### config.mk
export PLATFORM = sky130hd
export DESIGN_NAME = mmio_bridge_flat
export DESIGN_NICKNAME = d
export VERILOG_FILES = /design/src/rtl/mmio_pkg.sv /design/src/rtl/mmio_bridge_if.sv /design/src/rtl/mmio_addr_decode.sv /design/src/rtl/mmio_bridge.sv /design/src/flat_wrapper.sv
export SDC_FILE = /design/constraint.sdc
export NUM_CORES = 1
export LEC_CHECK = 0
export BUFFER_PORTS_ARGS = -buffer_cell sky130_fd_sc_hd__buf_2
export CAP_MARGIN = 20
export CORE_UTILIZATION = 30
export DETAILED_ROUTE_END_ITERATION = 16
export HOLD_SLACK_MARGIN = 0.03
export PLACE_DENSITY = 0.64
export SETUP_SLACK_MARGIN = 0.1
export SLEW_MARGIN = 40
export SYNTH_ARGS = -nofsm -noshare
export SYNTH_HDL_FRONTEND = slang
export SYNTH_SLANG_ARGS = --single-unit
### constraint.sdc
create_clock -name clk -period 1.47 [get_ports clk]
set_input_delay 0.2205 -clock clk [delete_from_list [all_inputs] [get_ports clk]]
set_output_delay 0.2205 -clock clk [all_outputs]
set_load 0.005 [all_outputs]
### src/rtl/mmio_pkg.sv
// mmio_pkg: shared constants and FSM encoding for the MMIO bridge.
// Optional feature macro: MMIO_BUS_ERR_EN (bus-error flag + error counter).
package mmio_pkg;

   // Bridge transaction sequencing
   typedef enum logic [1:0] {
      ST_IDLE,
      ST_STROBE,
      ST_CAPTURE,
      ST_RESP
   } state_t;

   // addr[31:12] value that selects I/O space
   localparam logic [19:0] IO_PAGE_DEF = 20'h00400;

   // Device slot field inside the I/O page
   localparam int unsigned SLOT_LSB = 8;
   localparam int unsigned SLOT_MSB = 9;

   // Page offset of the bus-error counter
   localparam logic [11:0] ERR_CNT_OFS = 12'hC00;

endpackage

### src/rtl/mmio_bridge_if.sv
// mmio_bridge_if: core-side request/response bus of the MMIO bridge.
// master = core data port, slave = bridge.
interface mmio_bridge_if;

   logic        req_valid;
   logic        req_ready;
   logic [31:0] req_addr;
   logic        req_rd;
   logic [3:0]  req_wstrb;
   logic [31:0] req_wdata;
   logic        rsp_valid;
   logic [31:0] rsp_rdata;
   logic        rsp_err;

   modport master (
      output req_valid, req_addr, req_rd, req_wstrb, req_wdata,
      input  req_ready, rsp_valid, rsp_rdata, rsp_err
   );

   modport slave (
      input  req_valid, req_addr, req_rd, req_wstrb, req_wdata,
      output req_ready, rsp_valid, rsp_rdata, rsp_err
   );

endinterface

### src/rtl/mmio_addr_decode.sv
// mmio_addr_decode: combinational I/O address decode.
// Returns the device slot, whether it hits a populated device slot, and
// whether it hits the error counter (only when CNT_EN is set, which the top
// drives from MMIO_BUS_ERR_EN).
module mmio_addr_decode
   import mmio_pkg::*;
#(
   parameter logic [19:0] IO_PAGE = IO_PAGE_DEF,
   parameter int unsigned N_DEV   = 4,
   parameter bit          CNT_EN  = 1'b0
) (
   input  logic [31:0] addr,
   output logic [1:0]  slot,
   output logic        mapped,
   output logic        cnt_hit
);

   // Page match, zero sub-page field, slot within the populated range
   always_comb begin
      slot    = addr[SLOT_MSB:SLOT_LSB];
      mapped  = (addr[31:12] == IO_PAGE) && (addr[11:10] == 2'b00) &&
                ({1'b0, slot} < 3'(N_DEV));
      cnt_hit = CNT_EN && (addr[31:12] == IO_PAGE) && (addr[11:0] == ERR_CNT_OFS);
   end

endmodule

### src/rtl/mmio_bridge.sv
// mmio_bridge: single-outstanding bridge from the core data port to the
// I/O peripherals. One-cycle registered device strobes, registered read
// capture, one response beat per request.
// Optional feature macro: MMIO_BUS_ERR_EN -- unmapped accesses flag rsp_err
// and bump a 16-bit saturating counter readable at IO_PAGE offset 0xC00.
module mmio_bridge
   import mmio_pkg::*;
#(
   parameter logic [19:0] IO_PAGE = IO_PAGE_DEF,
   parameter int unsigned N_DEV   = 4
) (
   input  logic                 clk,
   input  logic                 rst,
   mmio_bridge_if.slave         core,
   output logic [31:0]          dev_addr,
   output logic [31:0]          dev_wdata,
   output logic [N_DEV-1:0]     dev_rd_strobe,
   output logic [4*N_DEV-1:0]   dev_wr_strobe,
   input  logic [32*N_DEV-1:0]  dev_rdata
);

`ifdef MMIO_BUS_ERR_EN
   localparam bit CNT_EN = 1'b1;
`else
   localparam bit CNT_EN = 1'b0;
`endif

   state_t      state, state_nxt;
   logic [1:0]  dec_slot;
   logic        dec_mapped;
   logic        dec_cnt;
   logic        accept;
   logic        lat_rd;
   logic [1:0]  lat_slot;
   logic        lat_mapped;
   logic        lat_cnt;
   logic [31:0] sel_rdata;
   logic [15:0] err_cnt;

   mmio_addr_decode #(
      .IO_PAGE (IO_PAGE),
      .N_DEV   (N_DEV),
      .CNT_EN  (CNT_EN)
   ) u_decode (
      .addr    (core.req_addr),
      .slot    (dec_slot),
      .mapped  (dec_mapped),
      .cnt_hit (dec_cnt)
   );

   assign accept = core.req_valid && (state == ST_IDLE);

   // FSM state register
   always_ff @(posedge clk) begin
      if (rst) state <= ST_IDLE;
      else     state <= state_nxt;
   end

   // Next state plus handshake outputs; reads (mapped or not) pass CAPTURE
   always_comb begin
      state_nxt      = state;
      core.req_ready = 1'b0;
      core.rsp_valid = 1'b0;
      case (state)
         ST_IDLE: begin
            core.req_ready = 1'b1;
            if (core.req_valid) state_nxt = ST_STROBE;
         end
         ST_STROBE:  state_nxt = lat_rd ? ST_CAPTURE : ST_RESP;
         ST_CAPTURE: state_nxt = ST_RESP;
         ST_RESP: begin
            core.rsp_valid = 1'b1;
            state_nxt      = ST_IDLE;
         end
         default:    state_nxt = ST_IDLE;
      endcase
   end

   // Request capture; strobes are loaded on accept so they are high exactly
   // during the STROBE cycle, and self-clear the cycle after
   always_ff @(posedge clk) begin
      if (rst) begin
         dev_addr      <= '0;
         dev_wdata     <= '0;
         dev_rd_strobe <= '0;
         dev_wr_strobe <= '0;
         lat_rd        <= 1'b0;
         lat_slot      <= '0;
         lat_mapped    <= 1'b0;
         lat_cnt       <= 1'b0;
      end else begin
         dev_rd_strobe <= '0;
         dev_wr_strobe <= '0;
         if (accept) begin
            dev_addr   <= core.req_addr;
            dev_wdata  <= core.req_wdata;
            lat_rd     <= core.req_rd;
            lat_slot   <= dec_slot;
            lat_mapped <= dec_mapped;
            lat_cnt    <= dec_cnt;
            if (dec_mapped) begin
               for (int unsigned i = 0; i < N_DEV; i++) begin
                  if (dec_slot == i[1:0]) begin
                     if (core.req_rd) dev_rd_strobe[i]       <= 1'b1;
                     else             dev_wr_strobe[4*i +: 4] <= core.req_wstrb;
                  end
               end
            end
         end
      end
   end

   // Select the addressed device's data_out bus
   always_comb begin
      sel_rdata = '0;
      for (int unsigned i = 0; i < N_DEV; i++) begin
         if (lat_slot == i[1:0]) sel_rdata = dev_rdata[32*i +: 32];
      end
   end

   // Response data: captured in CAPTURE for reads, cleared for writes, held otherwise
   always_ff @(posedge clk) begin
      if (rst) begin
         core.rsp_rdata <= '0;
      end else if (state == ST_CAPTURE) begin
         if (lat_cnt)         core.rsp_rdata <= {16'h0000, err_cnt};
         else if (lat_mapped) core.rsp_rdata <= sel_rdata;
         else                 core.rsp_rdata <= '0;
      end else if ((state == ST_STROBE) && !lat_rd) begin
         core.rsp_rdata <= '0;
      end
   end

`ifdef MMIO_BUS_ERR_EN
   // Saturating count of unmapped accesses, bumped once per access in STROBE
   always_ff @(posedge clk) begin
      if (rst)
         err_cnt <= '0;
      else if ((state == ST_STROBE) && !lat_mapped && !lat_cnt && (err_cnt != '1))
         err_cnt <= err_cnt + 16'd1;
   end

   assign core.rsp_err = (state == ST_RESP) && !lat_mapped && !lat_cnt;
`else
   assign err_cnt      = '0;
   assign core.rsp_err = 1'b0;
`endif

endmodule
### src/flat_wrapper.sv
// flat-port wrapper written by rule: the top's interface ports become plain ports
module mmio_bridge_flat import mmio_pkg::*;
#(
   parameter logic [19:0] IO_PAGE = IO_PAGE_DEF,
   parameter int unsigned N_DEV   = 4
)
  (clk, rst, dev_addr, dev_wdata, dev_rd_strobe, dev_wr_strobe, dev_rdata, core_req_valid, core_req_addr, core_req_rd, core_req_wstrb, core_req_wdata, core_req_ready, core_rsp_valid, core_rsp_rdata, core_rsp_err);
  mmio_bridge_if core_i ();
  input  logic clk;
  input  logic rst;
  output logic [31:0] dev_addr;
  output logic [31:0] dev_wdata;
  output logic [N_DEV-1:0] dev_rd_strobe;
  output logic [4*N_DEV-1:0] dev_wr_strobe;
  input  logic [32*N_DEV-1:0] dev_rdata;
  input wire logic [$bits(core_i.req_valid)-1:0] core_req_valid;
  input wire logic [$bits(core_i.req_addr)-1:0] core_req_addr;
  input wire logic [$bits(core_i.req_rd)-1:0] core_req_rd;
  input wire logic [$bits(core_i.req_wstrb)-1:0] core_req_wstrb;
  input wire logic [$bits(core_i.req_wdata)-1:0] core_req_wdata;
  output wire logic [$bits(core_i.req_ready)-1:0] core_req_ready;
  output wire logic [$bits(core_i.rsp_valid)-1:0] core_rsp_valid;
  output wire logic [$bits(core_i.rsp_rdata)-1:0] core_rsp_rdata;
  output wire logic [$bits(core_i.rsp_err)-1:0] core_rsp_err;
  assign core_i.req_valid = core_req_valid;
  assign core_i.req_addr = core_req_addr;
  assign core_i.req_rd = core_req_rd;
  assign core_i.req_wstrb = core_req_wstrb;
  assign core_i.req_wdata = core_req_wdata;
  assign core_req_ready = core_i.req_ready;
  assign core_rsp_valid = core_i.rsp_valid;
  assign core_rsp_rdata = core_i.rsp_rdata;
  assign core_rsp_err = core_i.rsp_err;
  mmio_bridge #(.IO_PAGE(IO_PAGE), .N_DEV(N_DEV)) u_core (.clk(clk), .rst(rst), .core(core_i), .dev_addr(dev_addr), .dev_wdata(dev_wdata), .dev_rd_strobe(dev_rd_strobe), .dev_wr_strobe(dev_wr_strobe), .dev_rdata(dev_rdata));
endmodule
### Word-level counts from Yosys, hierarchy flattened

Cells that the tools add are included.

* bits in registers: 122
* latch bits: 0
* memory bits (writable): 0
* ROM bits: 0
* output and inout port bits: 119
* word-level logic and storage cells: 59
* memories kept: 0

* add/subtract/negate cells: 0
* $mul: 0
* divide/modulo/power cells: 0
* magnitude comparators: 0
* equal/unequal tests: 11
* shifts and indexed selects: 0
* muxes and demuxes: 14
* bitwise logic cells: 6
* reduce and logical (&&, ||, !) cells: 13

Operator list (count)
* two-way mux 32 bit: 7
* == test 20 x 11 -> 1 bit, second input constant: 1
* OR reduction 4 bit: 4
* == test 2 bit, second input constant: 6
* logical NOT 2 bit: 4
* one-hot mux 2 bit (4 select lines): 1
* == test 2 x 1 -> 1 bit, second input constant: 3
* NOT 1 bit: 6
* two-way mux 1 bit: 4
* two-way mux 4 bit: 1
* logical AND 1 bit: 3
* two-way mux 2 bit: 1
* inequality test 2 bit, second input constant: 1
* nonzero test 2 bit: 1
* logical NOT 1 bit: 1

### Longest topological paths before layout

* depth after elaboration: 7
* gate-level depth with buffers: 8
* gate-level depth less buffers: 5

### Modules after synthesis

Synthesis repeated with hierarchy kept, for this count alone.

* cell total of the unflattened synthesis: 494
* area total of the unflattened synthesis: 4918.5 µm²

By module, submodules not included
* mmio_bridge: times used 1, cells each 483, area an instance 4838.4 µm², seq. area each 2462.4 µm²
* mmio_addr_decode: times used 1, cells each 11, area an instance 80.1 µm², seq. area each 0.0 µm²

### Least setup slack after synthesis

OpenSTA, ideal clock, no wires.

* kind: register to register
* start: register u_core.state[0]
* end: register u_core.lat_mapped
* setup time: 0.139 ns
* arrival time: 1.410 ns
* data required time: 1.331 ns
* path slack: -0.078 ns
* stages on the path, launching flop included: 8
* buffers on the path: 2
* clock period less this slack: 1.548 ns
* path through: dfxtp_1 > inv_1 > ha_1 > and2_1 > clkbuf_1 > nand4_1 > clkbuf_1 > o32ai_1

* word-level cells in the longest chain between the ends: 2

RTL lines
* from (decl): line mmio_bridge.sv:28 `state_t state, state_nxt;`
* from (signal assigned): line mmio_bridge.sv:56 `else state <= state_nxt;`
* logical NOT 2 bit: line mmio_bridge.sv:51 `assign accept = core.req_valid && (state == ST_IDLE);`
* logical AND 1 bit: line mmio_bridge.sv:51
* to (signal assigned): line mmio_bridge.sv:99 `lat_mapped <= dec_mapped;`
* to (decl): line mmio_bridge.sv:35 `logic lat_mapped;`

Every way passes these cells.
A chain may end at the register's enable or synchronous reset.

### Worst setup path in the final report

* start: register u_core.lat_slot[0]
* end: register u_core.core.rsp_rdata[28]

* word-level cells in the longest chain between the ends: 7
* elaborated cells between the ends (all ways): 10
* classes of those cells: eq/ne: 3; mux: 6; reduce/logical: 1

RTL lines
* from (decl): line mmio_bridge.sv:34 `logic [1:0] lat_slot;`
* from (signal assigned): line mmio_bridge.sv:98 `lat_slot <= dec_slot;`
* logical NOT 2 bit: line mmio_bridge.sv:117 `if (lat_slot == i[1:0]) sel_rdata = dev_rdata[32*i +: 32];`
* two-way mux 32 bit (3 in series): line mmio_bridge.sv:117
* two-way mux 32 bit (*): line mmio_bridge.sv:117
* two-way mux 32 bit (*): line mmio_bridge.sv:127 `else if (lat_mapped) core.rsp_rdata <= sel_rdata;`
* two-way mux 32 bit (*): line mmio_bridge.sv:125 `end else if (state == ST_CAPTURE) begin`
* to (signal assigned): line mmio_bridge.sv:126 `if (lat_cnt) core.rsp_rdata <= {16'h0000, err_cnt};`
* to (signal assigned): line mmio_bridge.sv:127
* to (decl): line mmio_bridge_if.sv:22 `output req_ready, rsp_valid, rsp_rdata, rsp_err`

Every way passes the cells marked *; elsewhere a longest branch is shown, timed or not.

==> summary.md <==
| Metric | Value |
|---|---|
| Status | finished clean |
| MaxCap Viol Count | 0 |
| Simple-Gate Fraction of Synth Area | 0.162 |
| Fin util | 0.521 |
| Yosys reg bits | 120 |
| Ys flop type | dfxtp_1 |
| # rows | 46 |
| Initial DRT Pass Iterations | 5 |
| R2R Setup Slk | 0.04 ns |
| Port Buffers | 317 |
| Final Routed Wirelength | 18500 um |
| Clk root buf | clkbuf_16 |
| Post-synthesis xor/xnor area fraction | 0 |
| Final Net Count | 1057 |
| Worst vdd ir | 767 uV |
| Worst setup startpoint | u_core.lat_slot[0]$_SDFFE_PP0N_ |
| Ys Warns | 0 |
| Design Area, Final | 8280 um2 |
| Worst hold slack | 0.0497 ns |
| Clk_skew | 0.00766 ns |
| Synth unique cells | 27 |
| RSZ-0062 raised after global routing | yes |
| Tcrit/Tclk final | 0.973 |
| H-tree depth | 4 |
| Total GRT Usage | 0.209 |
| CORE AREA | 15900 um2 |
| Routability cong. | 0.816 |
| Initial antenna violation count | 5 |
| Area growth from synthesis to layout | 69.4% |
| CTS tree | yes |
| Via count | 5176 |
| CTS clk-pin slew, worst paths | 0.06 ns |
| Clock Path Buffers | 2 |
| Detailed placer's ending HPWL | 12700 um |
| Dpl cell area | 6910 um2 |
| Fin. Hold Viols | 0 |
| Synth Area in Compound Gates | 0.131 |
| Setup TNS | 0 ns |
| Max Fclk | 0.699 GHz |
| Total die area | 16800 um2 |
| Pin count of the biggest net entering global routing | 27 |
| # IOs | 319 |
| Initial Utilization | 0.308 |
| Synthesized cell area | 4890 um2 |
| Die X | 130 um |
| Final Critical Period | 1.43 ns |
| Leak | 3.86 nW |
| FFs w/ async S/R, synth | 0 |
| Post-DRT Antenna Nets | 0 |
| DR WL/cell | 17.1 um |
| Residual DRC count | 0 |
| Commonest non-fill, non-tap cells in the layout | buf_2, nand2_1, dfxtp_1 |
| Sequential area share after synthesis | 0.491 |
| Mapped Cells | 497 |
| Critical path startpoint category | flop |
| GR Overflow Total | 0 |
| Vias in the first global route | 4831 |
| Hold WC Path Type | in2reg |
| Final setup viols | 0 |
| Avg Vias per Cell | 4.77 |
| Max-slew violations | 0 |
| Avg Inst Size Synth | 9.84 um2 |
| Crit path kind | reg2reg |
| Worst-skew pair later-pin latency | 0.41 ns |
| Placed Cells | 1019 |
| Critical register-to-register path startpoint | u_core.lat_slot[0]$_SDFFE_PP0N_ |
| First-pass GRT wire length | 26200 um |
| Area share of fa/ha/maj cells after synthesis | 0.0128 |
| Layout cells sized above 1 | 0.542 |
| Chip height | 130 um |
| Drt first-iter violations | 165 |
| Non-filler cells, final | 1086 |
| Hold path start | core_req_wdata[3] |
| Post-synth EDFFs | 0 |
| Mux contribution to synthesized area | 0.152 |
| Main combinational cell family by area after synthesis | simple AND/OR/NAND/NOR gates |
| CP Max Fanout | 16 |
| Commonest non-fill, non-tap cell in the layout | buf_2 |
| CTS sink count | 120 |
| Critical Path RT | 1.77 ns |
| Post-synth net total | 702 |
| Crit path DAT | 1.73 ns |
| Num CTS Buffers | 17 |
| CP endpoint kind | flop |
| Power Dens Cells | 1430 nW/um2 |
worst max-delay path, cell delays in order, from the launching register on:
cell and delay [ns]:
dfxtp_4 0.43, buf_12 0.19, mux4_2 0.51, a22o_1 0.19
routing by layer:
metal	up-vias	wire length, um	GRT usage
li1	2481	-	-
met2	215	9510	0.362
met5	-	0	0
met4	0	383	0.0985
met1	2454	7250	0.232
met3	26	1390	0.0665
repair_timing:
item,in CTS,in global routing
setup buffers,6,6
endpoints found under the hold margin,9,1
pin swaps,17,21
hold buffers,9,1
gates resized for setup,34,34
endpoints found under the setup margin,91,117
cloned,5,4
cells by family after synthesis:
| logic type | after synthesis |
|---|---|
| other | 1 |
| AND/OR/NAND/NOR | 188 |
| AO/OA/AOI/OAI | 101 |
| flip-flops | 120 |
| adder cells (fa/ha/maj) | 5 |
| multiplexers | 33 |
| buffers and inverters | 49 |
metrics by stage:
| stage | setup WS [ns] | power [mW] |
|---|---|---|
| 5_1_grt | -0.0123 | 12.4 |
| 3_5_place_dp | -0.0880 | 6.61 |
| 2_1_floorplan | 0.0805 | 5.45 |
| 4_1_cts | 0.0122 | 11.4 |
| 6_report | 0.0398 | 11.8 |
| 3_3_place_gp | -0.0218 | 6.58 |
final timing paths:
check                                                               to  cells after the start
worst max-delay path            u_core.core.rsp_rdata[28]$_SDFFE_PP0P_                      3
worst min register to register       u_core.dev_wdata[29]$_SDFFE_PP0N_                      2
worst min-delay path                  u_core.dev_wdata[3]$_SDFFE_PP0N_                      3
worst max register to register  u_core.core.rsp_rdata[28]$_SDFFE_PP0P_                      3
cell type report:
cell class	instances	area, um2
clock inverters	11	173
diodes	6	15.0
flip-flops and latches	120	2410
repair buffers	380	2460
well taps	216	270
clock buffers	20	447
fillers	1494	7600
inverters	5	23.8
multi-input cells	328	2480
report_power, final:
group	leakage, nW	internal (mW)	total (mW)	switching, mW
Combinational	2.58	1.89	3.62	1.72
Sequential	0.978	3.60	3.79	0.193
Clock	0.300	2.88	4.41	1.53
cells in the mapped netlist, types with 2 or more instances:
library cell  count  share of area
a211oi_1          2         0.0031
a21oi_1          65          0.067
a22o_1           32          0.057
buf_1             2         0.0015
buf_2            15          0.015
buf_6             5          0.012
clkbuf_1         21          0.016
dfxtp_1         120           0.49
ha_1              5          0.013
inv_1             5         0.0038
mux4_1            3          0.016
mux4_2           29           0.13
nand2_1         140           0.11
nand2b_1          2         0.0026
nand3_1           8         0.0082
nand4_1           2         0.0026
nor2_1            4         0.0031
nor2b_1           5         0.0064
nor3_1           16          0.016
nor4_1            9          0.012
sequential cells by signal, indices dropped and copies added, names as in the netlist, 2 cells and up:
register               flops
u_core.dev_rd_strobe       4
u_core.state               2
u_core.core.rsp_rdata     32
u_core.dev_addr           31
u_core.dev_wdata          32
u_core.dev_wr_strobe      16
Note: power is estimated with default switching activity, not from simulation.
